--- src/rtl/my_isolation_ctrl_pkg.sv ---
// Shared encodings for the per-unit operand-isolation sequencer and the
// isolation gates that consume its enables.
package my_isolation_ctrl_pkg;

  // Per-unit sequencer states
  typedef enum logic [1:0] {
    ISOLATED = 2'd0,
    WAKING   = 2'd1,
    ACTIVE   = 2'd2
  } unitState_t;

  // Enable polarity seen by the isolation gates
  localparam logic ISO_PASS  = 1'b1;
  localparam logic ISO_BLOCK = 1'b0;

endpackage

--- src/rtl/my_isolation_unit_fsm.sv ---
// One functional unit's isolation sequencer: ISOLATED -> WAKING -> ACTIVE,
// timing out back to ISOLATED after IDLE_CYCLES request-free cycles.
// A single counter serves as the wake counter in WAKING and as the idle
// counter in ACTIVE; the two uses never overlap.
module my_isolation_unit_fsm
  import my_isolation_ctrl_pkg::*;
#(
  parameter int IDLE_CYCLES = 8,
  parameter int WAKE_CYCLES = 2,
  parameter int CNT_WIDTH   = 4
) (
  input  logic iClk,
  input  logic iReset_n,
  input  logic req,
  output logic enable,
  output logic ready,
  output logic is_isolated
);

  localparam logic [CNT_WIDTH-1:0] IDLE_LOAD = CNT_WIDTH'(IDLE_CYCLES - 1);
  localparam logic [CNT_WIDTH-1:0] WAKE_LOAD =
    CNT_WIDTH'((WAKE_CYCLES > 0) ? (WAKE_CYCLES - 1) : 0);
  localparam logic [CNT_WIDTH-1:0] CNT_ONE = CNT_WIDTH'(1);

  unitState_t           state, stateNext;
  logic [CNT_WIDTH-1:0] cnt, cntNext;

  // Next-state and counter update; a request always wins over idle expiry
  always_comb begin
    stateNext = state;
    cntNext   = cnt;
    case (state)
      ISOLATED: begin
        if (req) begin
          if (WAKE_CYCLES == 0) begin
            stateNext = ACTIVE;
            cntNext   = IDLE_LOAD;
          end else begin
            stateNext = WAKING;
            cntNext   = WAKE_LOAD;
          end
        end
      end
      WAKING: begin
        // Wake always completes, even if the request has gone away
        if (cnt == '0) begin
          stateNext = ACTIVE;
          cntNext   = IDLE_LOAD;
        end else begin
          cntNext = cnt - CNT_ONE;
        end
      end
      ACTIVE: begin
        if (req) begin
          cntNext = IDLE_LOAD;
        end else if (cnt != '0) begin
          cntNext = cnt - CNT_ONE;
        end else begin
          stateNext = ISOLATED;
          cntNext   = '0;
        end
      end
      default: begin
        stateNext = ISOLATED;
        cntNext   = '0;
      end
    endcase
  end

  // State, counter and registered output decodes of the next state
  always_ff @(posedge iClk or negedge iReset_n) begin
    if (!iReset_n) begin
      state       <= ISOLATED;
      cnt         <= '0;
      enable      <= ISO_BLOCK;
      ready       <= 1'b0;
      is_isolated <= 1'b1;
    end else begin
      state       <= stateNext;
      cnt         <= cntNext;
      enable      <= (stateNext != ISOLATED) ? ISO_PASS : ISO_BLOCK;
      ready       <= (stateNext == ACTIVE);
      is_isolated <= (stateNext == ISOLATED);
    end
  end

endmodule

--- src/rtl/my_isolation_ctrl.sv ---
// Per-PE operand-isolation controller: one independent sequencer per
// functional unit, plus an all-isolated summary flag.
module my_isolation_ctrl
  import my_isolation_ctrl_pkg::*;
#(
  parameter int NUM_UNITS   = 4,
  parameter int IDLE_CYCLES = 8,
  parameter int WAKE_CYCLES = 2,
  parameter int CNT_WIDTH   = 4
) (
  input  logic                 iClk,
  input  logic                 iReset_n,
  input  logic [NUM_UNITS-1:0] iUnit_Req,
  input  logic                 iForce_Active,
  output logic [NUM_UNITS-1:0] oIsolation_Signal,
  output logic [NUM_UNITS-1:0] oUnit_Ready,
  output logic                 oAll_Isolated
);

  logic [NUM_UNITS-1:0] effReq;
  logic [NUM_UNITS-1:0] unitIsolated;

  // Force makes every unit look requested every cycle
  always_comb effReq = iUnit_Req | {NUM_UNITS{iForce_Active}};

  for (genvar g = 0; g < NUM_UNITS; g++) begin : gUnit
    my_isolation_unit_fsm #(
      .IDLE_CYCLES (IDLE_CYCLES),
      .WAKE_CYCLES (WAKE_CYCLES),
      .CNT_WIDTH   (CNT_WIDTH)
    ) uFsm (
      .iClk        (iClk),
      .iReset_n    (iReset_n),
      .req         (effReq[g]),
      .enable      (oIsolation_Signal[g]),
      .ready       (oUnit_Ready[g]),
      .is_isolated (unitIsolated[g])
    );
  end

  // Per-unit flags are registered, so the summary carries no extra state
  always_comb oAll_Isolated = &unitIsolated;

endmodule
--- config.mk ---
export PLATFORM = sky130hd
export DESIGN_NAME = my_isolation_ctrl
export DESIGN_NICKNAME = d
export VERILOG_FILES = /design/src/rtl/my_isolation_ctrl_pkg.sv /design/src/rtl/my_isolation_unit_fsm.sv /design/src/rtl/my_isolation_ctrl.sv
export SDC_FILE = /design/constraint.sdc
export NUM_CORES = 1
export LEC_CHECK = 0
export CORE_MARGIN = 1
export CORE_UTILIZATION = 57
export DETAILED_ROUTE_END_ITERATION = 8
export PLACE_DENSITY = 0.82
export SLEW_MARGIN = 20
export SYNTH_ARGS = -nofsm -noshare
export SYNTH_HDL_FRONTEND = slang
export SYNTH_HIERARCHICAL = 1
export SYNTH_SLANG_ARGS = --single-unit
export TNS_END_PERCENT = 30
--- constraint.sdc ---
create_clock -name iClk -period 1.8 [get_ports iClk]
set_input_delay 0.27 -clock iClk [delete_from_list [all_inputs] [get_ports iClk]]
set_output_delay 0.27 -clock iClk [all_outputs]
set_load 0.02 [all_outputs]
=== Word-level counts from Yosys, hierarchy flattened ===
Index checks and enable logic that the tools add are counted.
Widths: inputs -> output; s select.

* Register bits: 36
* Input port bits: 7
* Output and inout port bits: 9
* Word-level logic and storage cells: 106

* Add/sub/neg operators: 4
* Eq/ne operators: 16
* Multiplexer cells: 44
* Bitwise logic cells: 1
* Reductions and logical operators: 21

{| class="wikitable"
|+ Operators with widths
! cell !! count
|-
| $mux 4 || 16
|-
| $pmux 4 s3 || 4
|-
| $mux 2 || 16
|-
| $pmux 2 s3 || 4
|-
| $eq 2x2->1 const B || 8
|-
| $logic_not 2->1 || 8
|-
| $logic_not 4->1 || 4
|-
| $reduce_bool 4->1 || 4
|-
| $sub 4x1->4 const B || 4
|-
| $eq 2x1->1 const B || 4
|-
| $ne 2x2->1 const B || 4
|-
| $reduce_bool 2->1 || 4
|-
| $mux 1 || 4
|-
| $or 4x4->4 || 1
|-
| $reduce_and 4->1 || 1
|}

=== Depth between registers and ports, before layout ===
Gate-level depths: netlist of run 1.

* Word-level depth: 6
* Gate-level depth with buffers: 4
* Depth with buffers taken out: 4

=== By module ===
Netlist of run 1, hierarchy kept.

{| class="wikitable"
|+ Modules (own cells, without submodules)
! module !! instances !! cells an instance !! area each (um^2) !! sequential area each (um^2)
|-
| my_isolation_unit_fsm || 4 || 44 || 459.2 || 226.5
|-
| my_isolation_ctrl || 1 || 5 || 33.8 || 0.0
|}

=== Least setup slack after synthesis of run 1 ===
OpenSTA, ideal clock, no wires.

* Path kind: register -> register
* From: reg gUnit[0].uFsm.cnt[0]
* To: reg gUnit[0].uFsm.cnt[0]
* Library setup time: 0.128 ns
* Arrival: 1.171 ns
* Slack: 0.500 ns
* Cell stages (with the launch flop): 4
* Buffers on the path: 0
* Clock period less this slack: 1.300 ns
* Cells stage by stage: dfrtp_1 or4_4 a21boi_1 o22ai_1

* Longest elaborated chain between the ends: 4
* Elaborated cells on any way between the ends: 7
* Those cells by class: add/sub: 1; mux: 4; reduce/logical: 2

{| class="wikitable"
|+ RTL lines
! item !! RTL line !! text
|-
| start: declaration || my_isolation_unit_fsm.sv:26 || <nowiki>logic [CNT_WIDTH-1:0] cnt, cntNext;</nowiki>
|-
| start signal: assignment || my_isolation_unit_fsm.sv:80 || <nowiki>cnt <= cntNext;</nowiki>
|-
| $sub 4x1->4 or $reduce_bool 4->1 (tied branches) || my_isolation_unit_fsm.sv:50, my_isolation_unit_fsm.sv:57, my_isolation_unit_fsm.sv:56 ||
|-
| $mux 4 || my_isolation_unit_fsm.sv:56 || <nowiki>end else if (cnt != '0) begin</nowiki>
|-
| $mux 4 || my_isolation_unit_fsm.sv:54 || <nowiki>if (req) begin</nowiki>
|-
| $pmux 4 s3 (*) || my_isolation_unit_fsm.sv:32 || <nowiki>case (state)</nowiki>
|}

Every way passes the cells marked *; elsewhere a longest branch is shown, timed or not.
A chain may end at the register's enable or synchronous reset.

=== Worst setup path in the final report of run 1 ===
* From: reg gUnit[2].uFsm.is_isolated
* To: out oAll_Isolated

* Longest elaborated chain between the ends: 1

{| class="wikitable"
|+ RTL lines
! item !! RTL line !! text
|-
| start: declaration || my_isolation_unit_fsm.sv:17 || <nowiki>output logic is_isolated</nowiki>
|-
| start signal: assignment || my_isolation_unit_fsm.sv:83 || <nowiki>is_isolated <= (stateNext == ISOLATED);</nowiki>
|-
| $reduce_and 4->1 || my_isolation_ctrl.sv:42 || <nowiki>always_comb oAll_Isolated = &unitIsolated;</nowiki>
|-
| end: declaration || my_isolation_ctrl.sv:17 || <nowiki>output logic oAll_Isolated</nowiki>
|}

No other way between the ends.

==> results of run 1 <==
==> registers in the layout, summed over array words and instances (netlist names) <==
name,cells
gUnit.uFsm/enable,4
gUnit.uFsm/ready,4
gUnit.uFsm/is_isolated,4
gUnit.uFsm/cnt,16
gUnit.uFsm/state,8
==> critical path, stage by stage, from the launching register on <==
cell           delay, ns
dfstp_2             0.53
and4_1              0.19
dlygate4sd2_1       0.33
==> power by group <==
group          switching [mW]  internal (mW)  leakage (nW)
Combinational           0.695          0.802         0.461
Clock                   0.281          0.191        0.0315
Sequential              0.421           1.13         0.435
==> area by class of cell <==
class	instances	area (µm²)
Clock inverter	1	7.51
Clock buffer	7	55.1
Fill cell	234	953
Timing Repair Buffer	20	186
Multi-Input combinational cell	129	885
Tap cell	44	55.1
Sequential cell	36	906
Inverter	8	30.0
==> cell families (layout without fill, tap and decap cells) <==
group | Yosys count | count (layout) | synth area share, %
mux | 4 | 4 | 2.14
buf+inv | 16 | 36 | 4.28
simple gates | 61 | 61 | 20.8
compound gates | 64 | 64 | 24.3
flops | 36 | 36 | 48.4
==> cells in the final DEF, fill, tap and decap left out, types with 5 or more instances in the layout <==
master	Yosys	layout
buf_4	4	5
o21ai_0	12	12
clkdlybuf4s50_1	0	14
dfrtp_1	32	32
nor2_1	12	12
clkbuf_4	0	5
a21oi_1	12	12
inv_1	8	8
==> per-stage QoR <==
step	setup WS (ns)	instance area, µm²
after global placement	0.0734	2060
after global routing	0.0780	2120
after detailed placement	0.0404	2060
final	0.139	2120
after floorplan	0.500	1870
after CTS	0.123	2120
==> final timing paths <==
path | from | to | slack [ns] | cells after the start
max in group asynchronous | iReset_n | gUnit[1].uFsm/is_isolated | 1.12 | 2
worst min-delay path | iReset_n | gUnit[2].uFsm/cnt[3] | 0.33 | 2
min in group iClk | gUnit[0].uFsm/cnt[2] | gUnit[0].uFsm/cnt[2] | 0.56 | 1
worst max-delay path | gUnit[2].uFsm/is_isolated | oAll_Isolated | 0.14 | 2
worst max register to register | gUnit[3].uFsm/cnt[0] | gUnit[3].uFsm/cnt[0] | 0.37 | 3
worst min register to register | gUnit[0].uFsm/cnt[2] | gUnit[0].uFsm/cnt[2] | 0.56 | 1
==> layer usage <==
| metal | vias up | part of all wire, % | global-route usage, % |
|---|---|---|---|
| met4 | 0 | 0.95 | 10.2 |
| met2 | 24 | 50 | 36.9 |
| met5 | - | 0 | 0 |
| li1 | 708 | - | - |
| met3 | 4 | 3.2 | 8.08 |
| met1 | 698 | 46 | 29.2 |
==> impl_results.md, run 1 <==
* Initial core utilization at 60.8%
* Worst Tran Pin Value at 0.444 ns
* Leak at 0.928 nW
* Post-Layout Cell Count at 245
* Number of synthesized flops with an enable pin at 0
* Crit. End Element: output pin
* CTS buffer count at 5
* Syn Nets at 188
* Hold Crit Class: in -> async
* Crit-path max FO at 1
* Hold_buf cts at 0
* Resized cells post-CTS at 1
* Iteration-0 DRC Markers at 77
* Worst-path clk slew at 0.12 ns
* Core Rows at 20
* DR vias at 1434
* Number of remaining DRC errors at 0
* Number of global-route vias before repair at 1408
* CTS tree: yes
* Cell count after placement at 237
* Top-count cell post-synth: dfrtp_1
* Fmax at 602 MHz
* Clock Root Buffer: clkbuf_4
* Post-synth top area cell: dfrtp_1
* Final worst-path cycle share at 92.3%
* Worst VDD drop at 862 µV
* CTS Sinks at 36
* Min Clock Period, post-route at 1.66 ns
* Core Util, Final at 69.0%
* Crit start category: flip-flop
* Pin count of the biggest net entering global routing at 37
* Input/output buffers at 15
* Pins over their slew limit at 0
* RSZ-0062 raised after global routing: false
* Hold_ws at 0.330 ns
* Max Root-Sink Buffers at 2
* First-pass GRT wire length at 6.06 mm
* PwrDens at 1660 nW/µm²
* Vias per cell at 5.85
* Htree depth at 2
* Area of the core at 3080 µm²
* Dpl hpwl at 2.42 mm
* GP Congestion at 0.867
* Die area at 3510 µm²
* Async SR Flop Fraction at 100%
* Top cells by count, synth: dfrtp_1 (32), a21oi_1 (12), nor2_1 (12), o21ai_0 (12), inv_1 (8)
* Max cap viols at 0
* Clk_lat worst skew at 0.34 ns
* CP arrival at 1.39 ns
* Gate Count Post-Synth at 181
* Warnings, synthesis at 6
* Overall power at 3.52 mW
* Num ports at 16
* Vert. Die Dim at 59.3 µm
* WP data required at 1.53 ns
* Crit Path Category: reg -> out
* Initial antenna violation count at 0
* Top FF cell, synth: dfrtp_1
* Unique masters post-synth at 32
* Slew margin rel. at 70.4%
* Die X at 59.3 µm
* Largest cells by area after synthesis: dfrtp_1 (43%), dfstp_2 (5.6%), a21oi_1 (3.2%)
* Hold Vio Cnt, Final at 0
* Top-area cell type share of the netlist area at 42.8%
* Setup bufs post-CTS at 0
* Final wirelength at 3.57 mm
* Post-DRT Antenna Nets at 0
* Layout cell share with drive strength beyond 1 at 19.9%
* GRT overflow at 0
* Per-cell routed wire length at 14.6 µm
* Syn_area_per_cell at 10.3 µm²
* Post-Syn Area at 1870 µm²
* Setup TNS at 0 ns
* GRT Overall Usage at 23.4%
* Drt first pass iters at 4
* N_diodes at 0
* Status: finished, final reports clean
* Area Growth Syn to Fin at 13.6%
* Final setup fails at 0
* Register area share after synthesis at 48.4%
* Post-layout net count at 207
* Final Skew at 0.00906 ns
* Synth Register Bits at 36
Note: power is estimated with default switching activity, not from simulation.
==> run 2, diff against run 1 <==
Settings changed: CTS_CLUSTER_SIZE set to 24.
==> results of run 2 <==
Same layout as run 1: the final DEF is identical, and so are final timing and power.
==> variant, RTL diff (settings of run 1) <==
The parameter `NUM_UNITS` goes from 4 to 3.
--- a/src/rtl/my_isolation_ctrl.sv
+++ b/src/rtl/my_isolation_ctrl.sv
@@ -5,3 +5,3 @@
 #(
-  parameter int NUM_UNITS   = 4,
+  parameter int NUM_UNITS   = 3,
   parameter int IDLE_CYCLES = 8,
Ports: changed (resized iUnit_Req, oIsolation_Signal and oUnit_Ready); port bits go from 16 to 13. No check against the original RTL was run, so the function may have changed too.
==> variant against run 1 <==
Sequential cell count is 9 lower; wire length is 31% lower; setup slack better by 74 ps; design area is 26% lower; clock power is 47% lower; power is 28% lower; area after synthesis is 25% lower; utilization is 0.24 points higher; critical endpoint unchanged.
==> variant: results (changes against run 1) <==
post-synthesis async set-or-reset flop share 100% (unchanged); Unique masters post-synth 32 (unchanged); Worst setup startpoint gUnit[2].uFsm/is_isolated; ys flop type dfrtp_1; Diodes inserted 0 (unchanged); reg2reg end gUnit[1].uFsm/cnt[0]; maximum clock path buffer count 2 (unchanged); routed vias 1,082 (-25%); Regs by FF count gUnit.uFsm/cnt: 12 flops, gUnit.uFsm/state: 6 flops; syn nets 142 (-24%); H-tree depth 1 (-1); first-pass GRT wire length 4280 um (-29%); drt initial violations 23 (-70%); RR Startpoint gUnit[1].uFsm/cnt[0]; Max-Cap Viols 0 (unchanged); All-Layer GR Usage 21.5% (-1.9 points); HPWL after DPL 1840 um (-24%); Net Switching 0.996 mW (-29%); placed cell area 1550 sq um (-25%); synth warn 6 (unchanged); grt met2 use 38.1% (+1.2 points); fillers 186 (-21%); clock root cell clkbuf_4; total wire length 2480 um (-31%); vias in the first global route 993 (-29%); Worst-path clk slew 140 ps (+20 ps); Setup violations, final 0 (unchanged); share of cells above drive strength 1 19.3% (-0.57 points); CTS Buf Count 3 (-2); IO Port Bufs 12 (-3); largest net degree at the start of global routing 28 (-24%); Fin. Hold Viols 0 (unchanged); met3 Use GR 2.63% (-5.4 points); R2R setup slack 360 ps; R2R depth 3 (unchanged); Area contributors post-synth dfrtp_1, dfstp_2, a21oi_1, o21ai_0, nor2_1; outcome completed; Placer Congestion 0.920 (+6.1%); grt met1 use 26.7% (-2.6 points); hold crit path type input port to asynchronous set/reset pin; drt first pass iters 4 (unchanged); critical path arrival 1320 ps (-70 ps); peak supply drop 1.04 mV (+21%); Fin Clk Skew 1.98 ps (-7.08 ps); leakage 0.698 nW (-25%); Remaining Overflow, GRT 0 (unchanged); Nets 157 (-24%); register area share after synthesis 48.4% (about the same); initial antenna violation count 0 (unchanged); CP max FO 1 (unchanged); Rel. slew slack 75.6% (+5.2 points); top cells by count, synth dfrtp_1, a21oi_1, nor2_1, o21ai_0, inv_1; WHS 307 ps (-23.1 ps); latest clock arrival within the worst-skew pair 310 ps (-30 ps)
==> variant: kinds of logic (layout without fill, tap and decap cells) <==
kind of cell           after synthesis  in the layout  share of synthesized area [%]
muxes                                3              3                           2.14
buffers and inverters               12             26                           4.28
and+or+nand+nor                     46             46                           20.8
DFF                                 27             27                           48.4
AOI/OAI and AO/OA                   48             48                           24.4
==> variant: critical path, stage by stage (launching register included) <==
cell,delay (ps)
dfstp_2,540
and3_1,140
dlygate4sd2_1,320
==> variant: metrics by stage <==
stage / util (%) / worst slack (ps) / std cells
after CTS: 69.3 / 192 / 178
final: 69.3 / 213 / 178
after detailed placement: 68.1 / 75.6 / 174
after global placement: 68.1 / 107 / 174
after floorplan: - / 500 / 136
after global routing: 69.3 / 153 / 178
==> variant: timing repair <==
action,in CTS,in global routing
gates resized for setup,1,0
setup endpoints to repair,1,0
setup buffers,0,0
==> variant: area by class of cell <==
type | count | share of cell area [%]
Timing Repair Buffer | 16 | 9.44
Multi-Input combinational cell | 97 | 42.1
Clock inverter | 1 | 0.317
Tap cell | 28 | 2.22
Sequential cell | 27 | 43.1
Clock buffer | 3 | 1.43
Inverter | 6 | 1.43
==> variant: metal layers <==
| layer | vias to the layer above | share of wire [%] | wire, um |
|---|---|---|---|
| met2 | 22 | 49 | 1220 |
| met4 | 0 | 0.64 | 16 |
| met1 | 528 | 47 | 1170 |
| met5 | - | 0 | 0 |
| li1 | 530 | - | - |
| met3 | 2 | 3.1 | 76 |
==> variant: worst max-delay path by stage <==
stage                      endpoint  slack [ps]  cells past startpoint
2_1_floorplan  gUnit[0].uFsm/cnt[0]         500                      3
5_1_grt               oAll_Isolated         150                      2
3_3_place_gp   gUnit[2].uFsm/cnt[1]         110                      5
4_1_cts               oAll_Isolated         190                      2
3_5_place_dp   gUnit[0].uFsm/cnt[1]          80                      5
6_report              oAll_Isolated         210                      2
==> variant: power by group through the flow <==
stage               clock [mW]  sequential, mW  combinational, mW
floorplan                    0            1.06              0.956
global placement             0            1.16               1.08
detailed placement           0            1.17               1.12
CTS                      0.262            1.16               1.12
global route             0.286            1.21               1.24
finish                   0.250            1.16               1.12
